===== config.mk =====
export PLATFORM = sky130hd
export DESIGN_NAME = pmod_i2s2_rx
export DESIGN_NICKNAME = d
export VERILOG_FILES = /design/src/rtl/pmod_i2s2_pkg.sv /design/src/rtl/pmod_i2s2_rx_sync_edge_det.sv /design/src/rtl/pmod_i2s2_rx.sv
export SDC_FILE = /design/constraint.sdc
export NUM_CORES = 1
export LEC_CHECK = 0
export BUFFER_PORTS_ARGS = -buffer_cell sky130_fd_sc_hd__buf_2
export CAP_MARGIN = 25
export CELL_PAD_IN_SITES_DETAIL_PLACEMENT = 0
export CELL_PAD_IN_SITES_GLOBAL_PLACEMENT = 1
export CORE_MARGIN = 5
export CORE_UTILIZATION = 52
export CTS_CLUSTER_SIZE = 16
export DETAILED_ROUTE_END_ITERATION = 16
export GPL_TIMING_DRIVEN = 0
export HOLD_SLACK_MARGIN = 0.03
export PLACE_DENSITY = 0.81
export SKIP_LAST_GASP = 1
export SYNTH_ARGS = -nofsm -noshare
export SYNTH_HDL_FRONTEND = slang
export SYNTH_HIERARCHICAL = 1
export SYNTH_SLANG_ARGS = --single-unit

===== constraint.sdc =====
create_clock -name clk_in -period 3.69 [get_ports clk_in]
set_input_delay 0.1845 -clock clk_in [delete_from_list [all_inputs] [get_ports clk_in]]
set_output_delay 0.1845 -clock clk_in [all_outputs]
set_load 0.05 [all_outputs]

===== src/rtl/pmod_i2s2_pkg.sv =====
// ============================================================================
// pmod_i2s2_pkg
// ----------------------------------------------------------------------------
// Definitions shared by the Pmod I2S2 transmitter and receiver.
//   DEFAULT_SAMPLE_WIDTH : bits per channel sample, MSB first
//   DEFAULT_SLOT_WIDTH   : sclk periods per lrck channel slot
//   rx_state_t           : receiver framing state
//   sample_t             : one signed 24-bit audio sample
//   cnt_width()          : counter width able to hold 0..max_val
// ============================================================================
package pmod_i2s2_pkg;

    localparam int DEFAULT_SAMPLE_WIDTH = 24;
    localparam int DEFAULT_SLOT_WIDTH   = 32;

    typedef enum logic [1:0] {
        IDLE,
        SHIFT,
        HOLD
    } rx_state_t;

    typedef logic signed [23:0] sample_t;

    function automatic int cnt_width(input int max_val);
        return $clog2(max_val + 1);
    endfunction

endpackage


===== src/rtl/pmod_i2s2_rx_sync_edge_det.sv =====
// ============================================================================
// sync_edge_det
// ----------------------------------------------------------------------------
// Brings an asynchronous strobe and its companion data lines into the clk_in
// domain. Every line passes through the same 2-FF synchroniser, so the data
// lines stay aligned with the strobe. A third register on the synchronised
// strobe provides rising-edge detection.
//
// Ports:
//   clk_in   : system clock
//   rst_in   : asynchronous active-low reset, clears every stage
//   edge_in  : asynchronous strobe (e.g. sclk)
//   data_in  : asynchronous lines sampled relative to the strobe
//   data_out : synchronised data_in, aligned with rise_out
//   rise_out : high for one cycle when the synchronised strobe rises
// ============================================================================
module sync_edge_det #(
    parameter int WIDTH = 1
) (
    input  logic             clk_in,
    input  logic             rst_in,
    input  logic             edge_in,
    input  logic [WIDTH-1:0] data_in,
    output logic [WIDTH-1:0] data_out,
    output logic             rise_out
);

    logic [WIDTH-1:0] data_meta;
    logic [WIDTH-1:0] data_sync;
    logic             edge_meta;
    logic             edge_sync;
    logic             edge_prev;

    // Two flops per line. The strobe and the data travel through identical
    // stages so that a data bit seen with a detected rise is the bit that was
    // on the pin at that strobe edge.
    always_ff @(posedge clk_in or negedge rst_in) begin
        if (!rst_in) begin
            data_meta <= '0;
            data_sync <= '0;
            edge_meta <= 1'b0;
            edge_sync <= 1'b0;
            edge_prev <= 1'b0;
        end else begin
            data_meta <= data_in;
            data_sync <= data_meta;
            edge_meta <= edge_in;
            edge_sync <= edge_meta;
            edge_prev <= edge_sync;
        end
    end

    assign data_out = data_sync;
    assign rise_out = edge_sync & ~edge_prev;

endmodule


===== src/rtl/pmod_i2s2_rx.sv =====
// ============================================================================
// pmod_i2s2_rx
// ----------------------------------------------------------------------------
// I2S receiver for the Pmod I2S2 ADC path. sclk is treated as a sampled
// signal in the clk_in domain, never as a clock. Each lrck slot carries one
// 24-bit two's-complement sample, MSB first, after the standard 1-bit I2S
// delay. A left+right pair is presented together with a one-cycle valid.
//
// Ports:
//   clk_in        : system clock
//   rst_in        : asynchronous active-low reset
//   sclk_in       : I2S bit clock (high/low phases >= 4 clk_in cycles)
//   lrck_in       : I2S word select, 0 = left, 1 = right
//   sdata_in      : ADC serial data
//   left_out      : last complete left sample
//   right_out     : last complete right sample
//   valid_out     : one-cycle pulse when left_out/right_out update
//   frame_err_out : one-cycle pulse on a truncated or overlong slot
//   err_count_out : saturating count of framing errors
//                   (only when PMOD_I2S2_RX_ERR_COUNT_EN is defined)
//
// Optional build macro: PMOD_I2S2_RX_ERR_COUNT_EN
// ============================================================================
module pmod_i2s2_rx
    import pmod_i2s2_pkg::*;
#(
    parameter int SAMPLE_WIDTH = DEFAULT_SAMPLE_WIDTH,
    parameter int SLOT_WIDTH   = DEFAULT_SLOT_WIDTH
) (
    input  logic                    clk_in,
    input  logic                    rst_in,
    input  logic                    sclk_in,
    input  logic                    lrck_in,
    input  logic                    sdata_in,
    output logic [SAMPLE_WIDTH-1:0] left_out,
    output logic [SAMPLE_WIDTH-1:0] right_out,
    output logic                    valid_out,
    output logic                    frame_err_out
`ifdef PMOD_I2S2_RX_ERR_COUNT_EN
    ,
    output logic [15:0]             err_count_out
`endif
);

    localparam int BIT_W  = cnt_width(SAMPLE_WIDTH);
    localparam int SLOT_W = cnt_width(SLOT_WIDTH);

    localparam logic [BIT_W-1:0]  BIT_LAST = BIT_W'(SAMPLE_WIDTH - 1);
    localparam logic [SLOT_W-1:0] SLOT_MAX = SLOT_W'(SLOT_WIDTH);

    logic [1:0]              line_sync;
    logic                    sclk_rise;
    logic                    lrck_s;
    logic                    sdata_s;
    logic                    boundary;
    logic [SAMPLE_WIDTH-1:0] shift_next;

    rx_state_t               state;
    logic                    channel;
    logic                    lrck_last;
    logic                    left_held;
    logic [BIT_W-1:0]        bitcnt;
    logic [SLOT_W-1:0]       slot_cnt;
    logic [SAMPLE_WIDTH-1:0] shreg;
    logic [SAMPLE_WIDTH-1:0] hold_left;

    // One synchroniser instance for the whole bus keeps lrck and sdata in
    // lock-step with the sclk rise they belong to.
    sync_edge_det #(
        .WIDTH (2)
    ) u_sync (
        .clk_in   (clk_in),
        .rst_in   (rst_in),
        .edge_in  (sclk_in),
        .data_in  ({sdata_in, lrck_in}),
        .data_out (line_sync),
        .rise_out (sclk_rise)
    );

    assign lrck_s     = line_sync[0];
    assign sdata_s    = line_sync[1];
    assign boundary   = (lrck_s != lrck_last);
    assign shift_next = {shreg[SAMPLE_WIDTH-2:0], sdata_s};

    // Framing FSM. Everything advances only on a detected sclk rise.
    // A boundary rise carries the I2S delay bit, so its data is dropped and
    // the slot counters restart from zero. slot_cnt counts the non-boundary
    // rises of the current slot; one more than SLOT_WIDTH means lrck stalled.
    // A left sample is only kept while it can still be paired: any framing
    // error or return to IDLE forgets it, so a right sample alone never
    // produces valid_out.
    always_ff @(posedge clk_in or negedge rst_in) begin
        if (!rst_in) begin
            state         <= IDLE;
            channel       <= 1'b0;
            lrck_last     <= 1'b0;
            left_held     <= 1'b0;
            bitcnt        <= '0;
            slot_cnt      <= '0;
            shreg         <= '0;
            hold_left     <= '0;
            left_out      <= '0;
            right_out     <= '0;
            valid_out     <= 1'b0;
            frame_err_out <= 1'b0;
        end else begin
            valid_out     <= 1'b0;
            frame_err_out <= 1'b0;
            if (sclk_rise) begin
                lrck_last <= lrck_s;
                case (state)
                    IDLE: begin
                        // Only a boundary into left starts capture, so
                        // every frame begins with a left slot.
                        left_held <= 1'b0;
                        if (boundary && !lrck_s) begin
                            state    <= SHIFT;
                            channel  <= 1'b0;
                            bitcnt   <= '0;
                            slot_cnt <= '0;
                        end
                    end

                    SHIFT: begin
                        if (boundary) begin
                            // Slot ended before the LSB arrived.
                            frame_err_out <= 1'b1;
                            left_held     <= 1'b0;
                            bitcnt        <= '0;
                            slot_cnt      <= '0;
                            channel       <= 1'b0;
                            state         <= lrck_s ? IDLE : SHIFT;
                        end else if (slot_cnt == SLOT_MAX) begin
                            frame_err_out <= 1'b1;
                            left_held     <= 1'b0;
                            state         <= IDLE;
                        end else begin
                            slot_cnt <= slot_cnt + 1'b1;
                            shreg    <= shift_next;
                            bitcnt   <= bitcnt + 1'b1;
                            if (bitcnt == BIT_LAST) begin
                                state <= HOLD;
                                if (!channel) begin
                                    hold_left <= shift_next;
                                    left_held <= 1'b1;
                                end else begin
                                    left_held <= 1'b0;
                                    if (left_held) begin
                                        left_out  <= hold_left;
                                        right_out <= shift_next;
                                        valid_out <= 1'b1;
                                    end
                                end
                            end
                        end
                    end

                    HOLD: begin
                        if (boundary) begin
                            state    <= SHIFT;
                            channel  <= lrck_s;
                            bitcnt   <= '0;
                            slot_cnt <= '0;
                        end else if (slot_cnt == SLOT_MAX) begin
                            frame_err_out <= 1'b1;
                            left_held     <= 1'b0;
                            state         <= IDLE;
                        end else begin
                            slot_cnt <= slot_cnt + 1'b1;
                        end
                    end

                    default: begin
                        state     <= IDLE;
                        left_held <= 1'b0;
                    end
                endcase
            end
        end
    end

`ifdef PMOD_I2S2_RX_ERR_COUNT_EN
    // Counts framing-error pulses one cycle after they appear; holds at the
    // top value instead of wrapping so a long-running error burst stays
    // visible.
    always_ff @(posedge clk_in or negedge rst_in) begin
        if (!rst_in) begin
            err_count_out <= '0;
        end else if (frame_err_out && (err_count_out != 16'hFFFF)) begin
            err_count_out <= err_count_out + 16'd1;
        end
    end
`endif

endmodule

==> impl_metrics.csv, run 1 <==
group,metric,value,unit
cts,cts_num_sinks,120,
global_routing,grt_pass1_wl,14700,um
power,ir_drop,0.374,mV
worst_setup_path,reg2reg_slack,1240,ps
die,fp.dieW,107,um
logic_synthesis,synthTopCellsByCount,"120 x dfrtp_1, 91 x mux2_2, 10 x inv_1",
sta,rsz0062_at_grt,"false",
worst_setup_path,end_kind,"flip-flop",
global_routing,grt_pass1_vias,2994,
cts,cts_buffers,17,
cts,htreeDepth,4,
logic_synthesis,ys.flop_type,"dfrtp_1",
logic_synthesis,yosysTopAreaCell,"dfrtp_1",
cts,clk_latency,500,ps
placed_design,numPortBuffers,54,
placed_design,dp_slack,1230,ps
cts,postCtsHoldBufs,4,
sta,min_period,2450,ps
global_routing,overflow,0,
cts,cts_root_buf,"clkbuf_8",
worst_setup_path,reg2regPathDepth,9,
layout,design_area,5920,um^2
worst_setup_path,arrival,2830,ps
logic_synthesis,synth_top_area_frac,0.618,
global_routing,grtUsageTotal,0.163,
worst_hold_path,hold_class,"in2async",
logic_synthesis,synth-compound-area-share,0.0481,
detailed_routing,dr_total_vias,2782,
worst_setup_path,max_stage_delay,400,ps
placed_design,globalplace.congestion,0.728,
power,p_leak,3.07,nW
layout,drive_gt1_frac,0.496,
sta,layout_setup_ws,1240,ps
die,dieArea,11400,um^2
worst_setup_path,slowest_stage,"nor3_4",
die,ioPinCount,55,
logic_synthesis,synth.net_count,333,
detailed_routing,routed_wl,8600,um
die,num_rows,35,
worst_setup_path,crit_type,"reg2reg",
logic_synthesis,ys_top_cells_by_area,"dfrtp_1 62%, mux2_2 21%, mux2_4 2.8%",
cts,cts_tree,"built",
logic_synthesis,ys_seq_elements,120,
sta,fmax,408,MHz
worst_setup_path,path_max_fanout,10,
placed_design,placed_area,5300,um^2
logic_synthesis,synth_cell_types,41,
logic_synthesis,synthAdderAreaFrac,0.0206,
cts,post-cts-setup-buffers,0,
layout,nets,411,
detailed_routing,firstDrtPassIters,4,
cts,cts_buffer_depth,2,
logic_synthesis,synth_top_family_by_area,"multiplexers",
placed_design,dp.cells,486,
worst_setup_path,rr_endpoint,"hold_left[18]$_DFFE_PN0P_",
logic_synthesis,ys_seq_area_frac,0.618,
global_routing,antenna_found_initial,0,
logic_synthesis,synth_xor_area_frac,0,
global_routing,grt_start_max_net_pins,90,
power,power_density,572,nW/um^2
logic_synthesis,synth_edf_count,0,
sta,fin_crit_sh,0.664,
detailed_routing,drt_iter0_drc,59,
worst_setup_path,path_common_cell,"buf_4",
cts,clk_pin_slew,60,ps
logic_synthesis,async_flop_share,1.00,
die,start_util,0.529,
detailed_routing,vias_per_cell,5.35,
run_status,status,"finished clean",
worst_setup_path,cp.required,4070,ps
detailed_routing,drcViolationCount,0,
job,maxCapViolCount,0,
sta,relSlewSlack,0.714,
cts,post_cts_resized,0,
detailed_routing,wl_per_cell,16.5,um
sta,tightest_slew,430,ps
layout,area_growth,21.9,%
worst_setup_path,r2r-start,"u_sync/data_out[0]$_DFF_PN0_",
layout,fillers,684,
placed_design,place.detailed.hpwl,5610,um
sta,setup_viol,0,
die,core,9200,um^2
logic_synthesis,yosys.cell_count.top_type,"dfrtp_1",
layout,layout.cells.non_filler,520,
sta,final_max_slew_viol_count,0,
sta,fin_skew,6.08,ps
logic_synthesis,synth_cells,320,
logic_synthesis,yosys.area_share.simple,0.0461,
worst_setup_path,crit_path_cell_trace,"inv_1 -> ha_1 -> buf_2 -> and2_1 -> buf_4 -> o211ai_4 -> nor3_4 -> buf_4 -> mux2_2",
worst_setup_path,setup.worst_path.start,"u_sync/data_out[0]$_DFF_PN0_",
sta,tns,0,ps
logic_synthesis,synth_warnings,6,
logic_synthesis,synthesis.area,4860,um^2
logic_synthesis,syn_avg_cell_area,15.2,um^2
die,die_h,107,um
layout,diodes,0,
worst_setup_path,crit_end,"hold_left[18]$_DFFE_PN0P_",
detailed_routing,antenna_left,0,
worst_setup_path,startpoint_type,"flip-flop",
logic_synthesis,synth.area.mux_share,0.241,
sta,final_hold_viol_count,0,
[registers in the layout (all words and copies together), names as in the netlist, 2 cells and up]
| register | cells |
|---|---|
| bitcnt | 5 |
| state | 2 |
| u_sync/data_out | 2 |
| slot_cnt | 6 |
| right_out | 24 |
| shreg | 23 |
| left_out | 24 |
| u_sync/data_meta | 2 |
| hold_left | 24 |
[cells in the final DEF (no fill, tap or decap), drive strengths merged]
| cell | n |
|---|---|
| o22ai | 2 |
| mux2 | 100 |
| nand2b | 2 |
| or4 | 2 |
| or3 | 1 |
| nor2 | 2 |
| o211a | 1 |
| nand2 | 7 |
| and2 | 2 |
| nand4b | 1 |
| clkbuf | 20 |
| buf | 67 |
| nor3b | 1 |
| dlygate4sd3 | 4 |
| nand4 | 1 |
| nor3 | 4 |
| nand3 | 3 |
| clkinvlp | 3 |
| nand3b | 1 |
| clkinv | 3 |
| bufinv | 3 |
| nand4bb | 1 |
| o21ba | 1 |
| a22o | 2 |
| or2 | 1 |
| ha | 8 |
| dfrtp | 120 |
| o2111ai | 2 |
| mux2i | 1 |
| a31o | 1 |
| a21oi | 9 |
| o31ai | 3 |
| nor2b | 5 |
| o211ai | 2 |
| o21bai | 1 |
| o21ai | 9 |
| o41ai | 1 |
| inv | 12 |
[per-layer routing]
layer | global-route usage | wire length (um) | vias to the layer above
li1 | - | - | 1302
met5 | 0 | 0 | -
met3 | 0.0421 | 290 | 11
met4 | 0.0630 | 115 | 0
met1 | 0.212 | 4010 | 1417
met2 | 0.265 | 4190 | 52
[per-stage QoR]
stage | utilization | hold slack (ps) | power, mW
2_1_floorplan | - | -111 | 1.70
3_3_place_gp | 0.573 | 293 | 1.78
6_report | 0.644 | 130 | 3.39
4_1_cts | 0.644 | 122 | 3.42
3_5_place_dp | 0.577 | 82.8 | 1.80
5_1_grt | 0.644 | 137 | 3.54
[how the worst min path moves through the flow]
stage | start | end | cells past startpoint
floorplan | rst_in | bitcnt[0]$_DFFE_PN0P_ | 0
global placement | lrck_in | u_sync/data_meta[0]$_DFF_PN0_ | 1
detailed placement | rst_in | right_out[0]$_DFFE_PN0P_ | 1
CTS | rst_in | right_out[0]$_DFFE_PN0P_ | 2
global route | rst_in | right_out[0]$_DFFE_PN0P_ | 2
finish | rst_in | right_out[0]$_DFFE_PN0P_ | 2
[area by class of cell]
class                   count  area [um^2]  share of cell area
repair buffers             59          344              0.0581
well taps                 111          139              0.0234
plain buffers              13         92.6              0.0156
clock inverters            11          149              0.0251
flip-flops and latches    120         3000               0.507
inverters                  10         37.5             0.00634
multi-input cells         177         1730               0.292
clock buffers              19          432              0.0729
[report_power, final]
part	total, mW	leakage, nW	switching [mW]	internal, mW
Combinational	0.336	1.15	0.186	0.150
Sequential	1.44	1.65	0.0622	1.38
Clock	1.61	0.277	0.571	1.04
Total	3.39	3.07	0.820	2.57
[kinds of logic (layout without fill, tap and decap cells)]
family,count (synthesis),after routing
AOI/OAI and AO/OA,34,34
adders and majority gates,8,8
buffers and inverters,23,112
DFF,120,120
muxes,101,101
and+or+nand+nor,34,34
[worst max-delay path: cells and delay by family (launching register included)]
family	cells	cell delay [ps]
buffers and inverters	4	660
AO/OA/AOI/OAI	1	170
AND/OR/NAND/NOR	2	540
multiplexers	1	350
adder cells (fa/ha/maj)	1	260
flip-flops	1	360
(Power assumes the default switching activity.)
==> run 2: changes to the inputs <==
CORE_UTILIZATION = 48   (was 52)
PLACE_DENSITY = 0.75   (was 0.81)
clock period = 2.4 ns   (was 3.69 ns; I/O delays follow)
==> run 2 against run 1 <==
Net effect: worst setup slack got worse by 1100 ps; utilization shrank 2.9 points; via count up 1.7%; design area rose by 1.9%; total power rose by 54%; global-route usage shrank 0.78 points; die area up 7.5%; final cell count grew 6.0%; clock power is 55% higher; critical path type unchanged; largest cell class unchanged.
==> impl_metrics.csv, run 2 (synthesis gave the netlist of run 1 again) <==
group,metric,value,unit
die,core,9820,um^2
detailed_routing,top_layer,"met4",
layout,diodes,0,
detailed_routing,wl_met2,4260,um
worst_setup_path,end_kind,"flip-flop",
placed_design,place.detailed.hpwl,5630,um
cts,htreeDepth,4,
worst_setup_path,cp.required,2790,ps
global_routing,grtUsageTotal,0.156,
placed_design,globalplace.congestion,0.768,
cts,cts_buffers,17,
global_routing,antenna_found_initial,0,
power,clockPowerShare,0.476,
die,start_util,0.495,
sta,min_period,2250,ps
cts,cts_num_sinks,120,
worst_setup_path,startpoint_type,"flip-flop",
power,seq_power_share,0.423,
detailed_routing,antenna_left,0,
die,fp.dieW,111,um
sta,final_max_slew_viol_count,0,
layout,mostFrequentLayoutCells,"120 x dfrtp_1, 91 x mux2_2, 56 x buf_2",
die,num_rows,36,
die,ioPinCount,55,
detailed_routing,vias_per_cell,5.14,
global_routing,grt_pass1_wl,15300,um
layout,area_growth,24.2,%
detailed_routing,firstDrtPassIters,4,
worst_setup_path,path_max_fanout,9,
sta,whs,249,ps
detailed_routing,drcViolationCount,0,
cts,cts_root_buf,"clkbuf_8",
detailed_routing,routed_wl,8720,um
power,cellInternalPower,3.87,mW
global_routing,grt_start_max_net_pins,98,
worst_hold_path,hold_depth,2,
sta,final_hold_viol_count,0,
layout,final_common_cell,"dfrtp_1",
power,comb_power_share,0.101,
die,dieArea,12200,um^2
placed_design,placed_area,5330,um^2
sta,relSlewSlack,0.691,
cts,cts_buffer_depth,2,
detailed_routing,met3WireLength,316,um
layout,nets,418,
layout,design_area,6040,um^2
power,power_switching,1.37,mW
sta,fin_skew,8.14,ps
placed_design,numPortBuffers,54,
global_routing,grt_pass1_vias,2956,
power,power_density,868,nW/um^2
detailed_routing,dr_total_vias,2830,
sta,setup_viol,0,
worst_hold_path,hold_class,"in2reg",
power,p_leak,3.11,nW
worst_setup_path,arrival,2640,ps
sta,fmax,444,MHz
cts,clk_pin_slew,60,ps
layout,reg_top3,"hold_left x24, left_out x24, right_out x24",
job,maxCapViolCount,0,
die,die_h,111,um
layout,drive_gt1_frac,0.502,
cts,clk_latency,510,ps
sta,tightest_slew,464,ps
run_status,status,"finished clean",
sta,fin_crit_sh,0.939,
worst_setup_path,crit_type,"reg2reg",
cts,cts_tree,"built",
global_routing,overflow,0,
layout,finish.utilization,0.615,
detailed_routing,wl_met1,4030,um
detailed_routing,wl_per_cell,15.8,um
power,switching_share,0.261,
worst_setup_path,reg2regPathDepth,10,
detailed_routing,drt_iter0_drc,77,
power,ir_drop,0.615,mV
run 2: cell types whose count changed in the layout (fill, tap and decap cells not counted), sizes merged:
cell         delta
inv             +4
clkinv          -1
bufinv          -1
dlygate4sd3     +2
clkinvlp        +1
buf             +4
run 2: path summary, 6_finish.rpt:
| check | start | slack [ps] | to |
|---|---|---|---|
| worst min-delay path | sclk_in | 250 | u_sync/edge_meta$_DFF_PN0_ |
| worst max-delay path | u_sync/data_out[0]$_DFF_PN0_ | 150 | right_out[5]$_DFFE_PN0P_ |
| min in group asynchronous | rst_in | 570 | u_sync/data_out[1]$_DFF_PN0_ |
| max in group asynchronous | rst_in | 990 | shreg[0]$_DFFE_PN0P_ |
| worst min register to register | u_sync/data_meta[1]$_DFF_PN0_ | 350 | u_sync/data_out[1]$_DFF_PN0_ |
| worst max register to register | u_sync/data_out[0]$_DFF_PN0_ | 150 | right_out[5]$_DFFE_PN0P_ |
run 2: worst max-delay path, stage by stage, from the launching register on:
cell and delay, ps:
dfrtp_1 360, inv_1 50, ha_1 270, clkbuf_4 170, and2_1 150, buf_6 140, o211ai_4 120, nor3_4 270
buf_6 160, buf_12 120, mux2_2 330
run 2: power by group through the flow:
stage	registers, mW	logic, mW	clock network (mW)
floorplan	2.23	0.374	0
global placement	2.25	0.493	0
detailed placement	2.26	0.510	0
CTS	2.22	0.519	2.54
global route	2.24	0.611	2.64
finish	2.22	0.527	2.49
run 2: final cells by class:
class | count | area, um^2
fill | 821 | 3780
sequential | 120 | 3000
multi-input combinational | 177 | 1730
clock buffer | 18 | 418
timing repair buffer | 66 | 414
tap | 133 | 166
clock inverter | 14 | 165
buffer | 13 | 106
inverter | 10 | 37.5
run 2: routing by layer:
metal / GRT usage / vias up
met4: 0.0567 / 0
met2: 0.246 / 48
li1: - / 1325
met5: 0 / -
met1: 0.205 / 1446
met3: 0.0449 / 11
run 2: timing repair:
item / in CTS / in global routing
pin swaps: 2 / 1
hold endpoints to repair: 123 / 0
hold buffers: 6 / 0
gates resized for setup: 1 / 3
buffers inserted: 3 / 2
endpoints found under the setup margin: 39 / 68
run 2: metrics by stage:
stage          cells  TNS, ps  setup slack (ps)  total power [mW]
6_report         551        0               147              5.24
5_1_grt          551     -390             -24.2              5.49
4_1_cts          549        0              53.2              5.28
3_5_place_dp     508    -1110             -46.5              2.77
3_3_place_gp     507   -29150              -249              2.74
2_1_floorplan    320        0               246              2.61
